--- src/rtl/regfile_scoreboard.sv ---
// regfile_scoreboard: 8x8 register file with two combinational read ports,
// one write-back port with write-through bypass, and a pending-write
// scoreboard that raises STALL on RAW/WAW hazards.
// Optional build macro: R0_ZERO_EN (R0 hardwired to zero, never pending).
module regfile_scoreboard #(
    parameter int DW   = 8,
    parameter int NREG = 8,
    parameter int AW   = 3
) (
    input  logic            CLK,
    input  logic            RST,
    input  logic [AW-1:0]   RA_ADDR,
    input  logic [AW-1:0]   RB_ADDR,
    output logic [DW-1:0]   RA_DATA,
    output logic [DW-1:0]   RB_DATA,
    input  logic            WE,
    input  logic [AW-1:0]   WADDR,
    input  logic [DW-1:0]   WDATA,
    input  logic            ISSUE,
    input  logic            ISSUE_WR,
    input  logic [AW-1:0]   ISSUE_DST,
    input  logic            USE_A,
    input  logic            USE_B,
    output logic            STALL,
    output logic [NREG-1:0] PEND
);

    logic [DW-1:0]   regs_q [NREG];
    logic [DW-1:0]   regs_d [NREG];
    logic [NREG-1:0] pend_q;
    logic [NREG-1:0] pend_d;
    logic [NREG-1:0] wr_onehot;
    logic [NREG-1:0] eff_pend;
    logic            wr_ok;

    // Decode the write-back target; R0 writes are dropped when hardwired
    always_comb begin
        wr_ok = WE;
`ifdef R0_ZERO_EN
        if (WADDR == '0) wr_ok = 1'b0;
`endif
        wr_onehot = '0;
        if (WE) wr_onehot[WADDR] = 1'b1;
    end

    // Effective pending: a write landing this cycle resolves via the bypass
    always_comb begin
        eff_pend = pend_q & ~wr_onehot;
`ifdef R0_ZERO_EN
        eff_pend[0] = 1'b0;
`endif
    end

    // Hazard detection for the instruction presented by decode
    always_comb begin
        STALL = ISSUE && ((USE_A && eff_pend[RA_ADDR]) ||
                          (USE_B && eff_pend[RB_ADDR]) ||
                          (ISSUE_WR && eff_pend[ISSUE_DST]));
    end

    // Read ports with write-through bypass
    always_comb begin
        RA_DATA = regs_q[RA_ADDR];
        RB_DATA = regs_q[RB_ADDR];
        if (wr_ok && WADDR == RA_ADDR) RA_DATA = WDATA;
        if (wr_ok && WADDR == RB_ADDR) RB_DATA = WDATA;
`ifdef R0_ZERO_EN
        if (RA_ADDR == '0) RA_DATA = '0;
        if (RB_ADDR == '0) RB_DATA = '0;
`endif
    end

    // Next register-file contents
    always_comb begin
        for (int unsigned i = 0; i < NREG; i++) regs_d[i] = regs_q[i];
        if (wr_ok) regs_d[WADDR] = WDATA;
    end

    // Next scoreboard: clear on write-back, then set on issue (set wins)
    always_comb begin
        pend_d = pend_q & ~wr_onehot;
        if (ISSUE && ISSUE_WR && !STALL) pend_d[ISSUE_DST] = 1'b1;
`ifdef R0_ZERO_EN
        pend_d[0] = 1'b0;
`endif
    end

    // State registers, asynchronously cleared
    always_ff @(posedge CLK or posedge RST) begin
        if (RST) begin
            for (int unsigned i = 0; i < NREG; i++) regs_q[i] <= '0;
            pend_q <= '0;
        end else begin
            for (int unsigned i = 0; i < NREG; i++) regs_q[i] <= regs_d[i];
            pend_q <= pend_d;
        end
    end

    assign PEND = pend_q;

endmodule

--- config.mk ---
export PLATFORM = sky130hd
export DESIGN_NAME = regfile_scoreboard
export DESIGN_NICKNAME = d
export VERILOG_FILES = /design/src/rtl/regfile_scoreboard.sv
export SDC_FILE = /design/constraint.sdc
export NUM_CORES = 1
export LEC_CHECK = 0
export CORE_UTILIZATION = 46
export CTS_BUF_LIST = sky130_fd_sc_hd__clkbuf_8
export CTS_CLUSTER_DIAMETER = 150
export CTS_CLUSTER_SIZE = 28
export DETAILED_ROUTE_END_ITERATION = 8
export PLACE_DENSITY_LB_ADDON = 0.1
export SLEW_MARGIN = 30
export SYNTH_ARGS = -nofsm -noshare
export SYNTH_HDL_FRONTEND = slang
export SYNTH_SLANG_ARGS = --single-unit
--- constraint.sdc ---
create_clock -name CLK -period 2.5 [get_ports CLK]
set_input_delay 0.5 -clock CLK [delete_from_list [all_inputs] [get_ports CLK]]
set_output_delay 0.5 -clock CLK [all_outputs]
set_load 0.01 [all_outputs]
==> impl_metrics.ini <==
[status]
status = finished, violations left
failed_checks = setup timing

[cells_and_area]
area_growth_syn_to_layout_pct = 33.3
multi_input_gate_area_in_the_final_layout_sq_um = 2360
filler_cell_count = 672
num-nets-final = 454
final_cell_mix = sky130_fd_sc_hd__dfrtp_1 (72), sky130_fd_sc_hd__mux2_2 (64), sky130_fd_sc_hd__buf_4 (59), sky130_fd_sc_hd__mux4_2 (34), sky130_fd_sc_hd__clkdlybuf4s50_1 (23)
num_antenna_cells = 0
final-seq-area_sq_um = 1800
fin_cells = 540
drive_above_1_share_pct = 54.2
mostFrequentLayoutCell = sky130_fd_sc_hd__dfrtp_1

[place]
routabilityCongestion = 0.903
port_buffer_count = 51
place_worst_setup_slack_ns = -1.01
dp.final_hpwl_microns = 7730
dpl.cell_count = 503

[global_route]
grt_use_met1_pct = 33.6
grt.overflow.total = 0
grt_util_met2_pct = 42.7
grt_antenna_before_repair = 0
top_usage_layer = met2
grt_pass1_vias = 3319
global_route_wire_length_before_repair_microns = 18600
globalRouteMet3Util_pct = 5.82
grt_max_degree = 45
all_layer_global_routing_usage_pct = 25.9

[setup_path]
critPathLaunchType = primary input
cp_data_arrival_time_ns = 2.03
path_max_fanout = 6
crit_path_cell_trace = clkdlybuf4s50_1 > nand3_1 > o21ai_0 > o31a_1 > and4b_4 > o21a_1 > buf_2
crit_type = in -> out
critical-path-slowest-cell = sky130_fd_sc_hd__clkdlybuf4s50_1
worst_path_dominant_cell_family = buffers and inverters
setup_slack_of_the_worst_register_to_register_path_ns = 0.65
cp.required_ns = 2.00
critical-path-max-stage-delay_ns = 0.51
worstSetupEndpointType = output port
cp.buffers_inverters = 2

[synth]
ys_ff_latch = 72
synth_enable_flop_cells = 0
synth.yosys.seq_area_share_pct = 41.8
synth-adder-area-share_pct = 0
main_combinational_cell_family_by_area_after_synthesis = multiplexers
synth_top_area_cell = sky130_fd_sc_hd__dfrtp_1
netlist.area_leader.share_pct = 41.8
synthMuxAreaShare_pct = 38.6
synth-compound-area-share_pct = 5.60
post_synth_and_or_nand_nor_area_fraction_pct = 8.09
async_flop_share_pct = 100
syn-num-nets = 346
synthesis.area_sq_um = 4310
synthesis.instances = 319
commonest_register_cell_after_synthesis = sky130_fd_sc_hd__dfrtp_1
yosys_warnings = 0
postSynthAreaPerCell_sq_um = 13.5
synthXorXnorAreaFrac_pct = 1.22
yosys.cell_types.count = 40
post_synth_main_area_contributors = sky130_fd_sc_hd__dfrtp_1 (42%), sky130_fd_sc_hd__mux2_2 (17%), sky130_fd_sc_hd__mux4_2 (17%), sky130_fd_sc_hd__mux2i_1 (3.9%), sky130_fd_sc_hd__a21oi_1 (1.9%)

[detailed_routing]
wl_per_cell_microns = 21.7
initialDrtViolationCount = 215
postRouteWirelength_microns = 11700
route.antenna.remaining_nets = 0
drt-pass1-iter-count = 4
remaining_drc_errors = 0
vias_per_cell = 6.05
detailroute.via_count = 3268

[floorplan]
dieWidth_microns = 98.8
die_outline_area_sq_um = 9770
effective_utilization_at_floorplan_pct = 48.5
area_of_the_core_region_sq_um = 8890
die_h_microns = 98.8
rows = 34
io_pins = 52

[sta]
report.final.slew_viol_count = 0
finClkSkew_ns = 0.00869
period_share_pct = 101
slew_headroom_pct = 79.9
post-route-worst-setup-slack_ns = -0.0284
worst_slew_pin_slew_ns = 0.300
report.final.setup_viol = 1
fin_crit_ns = 2.53
setup-tns-final_ns = -0.0284
hold_violation_count_in_the_final_report = 0
rsz0062_at_grt = yes
timing.fmax_ghz = 0.396

[run]
maxCapViolations = 0

[min_path]
timing.hold.worst.class = in -> async

[clock_tree]
tritoncts = yes
clk_transition_reported_paths_ns = 0.08
worst_skew_pair.late_latency_ns = 0.34
cts_sinks = 72
clk_path_buf_depth = 2
cts.root.buffer_cell = sky130_fd_sc_hd__clkbuf_8
cts-buffers-inserted = 9
cts_max_level = 3

[power]
leakagePower_nw = 2.47
power.density_cell_area_nw_per_um2 = 681
power.ir.vdd_worst_v = 0.000372
==> cells in the mapped netlist, types with 4 or more instances <==
cell	instances
sky130_fd_sc_hd__mux2_2	64
sky130_fd_sc_hd__clkbuf_1	5
sky130_fd_sc_hd__nand3_1	8
sky130_fd_sc_hd__nand2_1	10
sky130_fd_sc_hd__xnor2_1	6
sky130_fd_sc_hd__buf_4	7
sky130_fd_sc_hd__o31ai_1	4
sky130_fd_sc_hd__o2111ai_1	5
sky130_fd_sc_hd__nand4_1	4
sky130_fd_sc_hd__a21oi_1	16
sky130_fd_sc_hd__buf_6	6
sky130_fd_sc_hd__dfrtp_1	72
sky130_fd_sc_hd__nor2_1	17
sky130_fd_sc_hd__mux4_2	32
sky130_fd_sc_hd__mux2i_1	17
sky130_fd_sc_hd__buf_1	10
sky130_fd_sc_hd__inv_1	5
sky130_fd_sc_hd__o41ai_1	4
==> cells by family (layout without fill, tap and decap cells) <==
| family | Yosys count | count (layout) |
|---|---|---|
| AOI/OAI and AO/OA | 35 | 35 |
| xor gates and xnor gates | 6 | 6 |
| buffers and inverters | 35 | 148 |
| DFF | 72 | 72 |
| muxes | 115 | 115 |
| and+or+nand+nor | 56 | 56 |
==> routing by layer <==
metal	up-vias	wire length, microns
met1	1677	4760
met4	0	271
met3	20	809
met2	119	5890
li1	1452	-
met5	-	0
==> stage by stage <==
step                      hold WS (ns)  instance area [sq um]  total power, W  utilization (%)
after floorplan                  0.491                   4350         0.00236                -
after global placement           0.500                   5270         0.00283             59.2
after detailed placement         0.513                   5270         0.00288             59.2
after CTS                        0.346                   5760         0.00394             64.8
after global routing             0.354                   5750         0.00412             64.7
final                            0.362                   5750         0.00391             64.7
==> final cells by class <==
class / instances / share of cell area, %
clock buffers: 10 / 2.39
well taps: 108 / 2.35
multi-input cells: 212 / 41.0
repair buffers: 127 / 21.1
inverters: 5 / 0.326
flip-flops and latches: 72 / 31.3
clock inverters: 6 / 1.57
==> repair_timing <==
action / CTS / global route
setup endpoints to repair: 17 / 14
cloned: 2 / 0
buffers inserted: 19 / 0
hold buffers: 0 / 0
pin swaps: 6 / 2
resized for setup: 99 / 11
==> registers in the layout, summed over array words and instances (netlist names) <==
name and flops:
PEND 8, regs_q 64
==> where the power goes <==
part	leakage, nW	internal [W]	switching, W
registers	0.873	0.00142	0.000192
clock network	0.113	0.000595	0.000455
logic	1.48	0.000772	0.000482
total	2.47	0.00278	0.00113
==> worst paths after layout <==
check,from,end,cells after the start
max,ISSUE_DST[0],STALL,7
min,RST,regs_q[37],2
max reg2reg,PEND[0],PEND[1],8
min reg2reg,regs_q[6],regs_q[6],1
max in group asynchronous,RST,regs_q[0],3
min in group CLK,regs_q[6],regs_q[6],1
(Power assumes the default switching activity.)
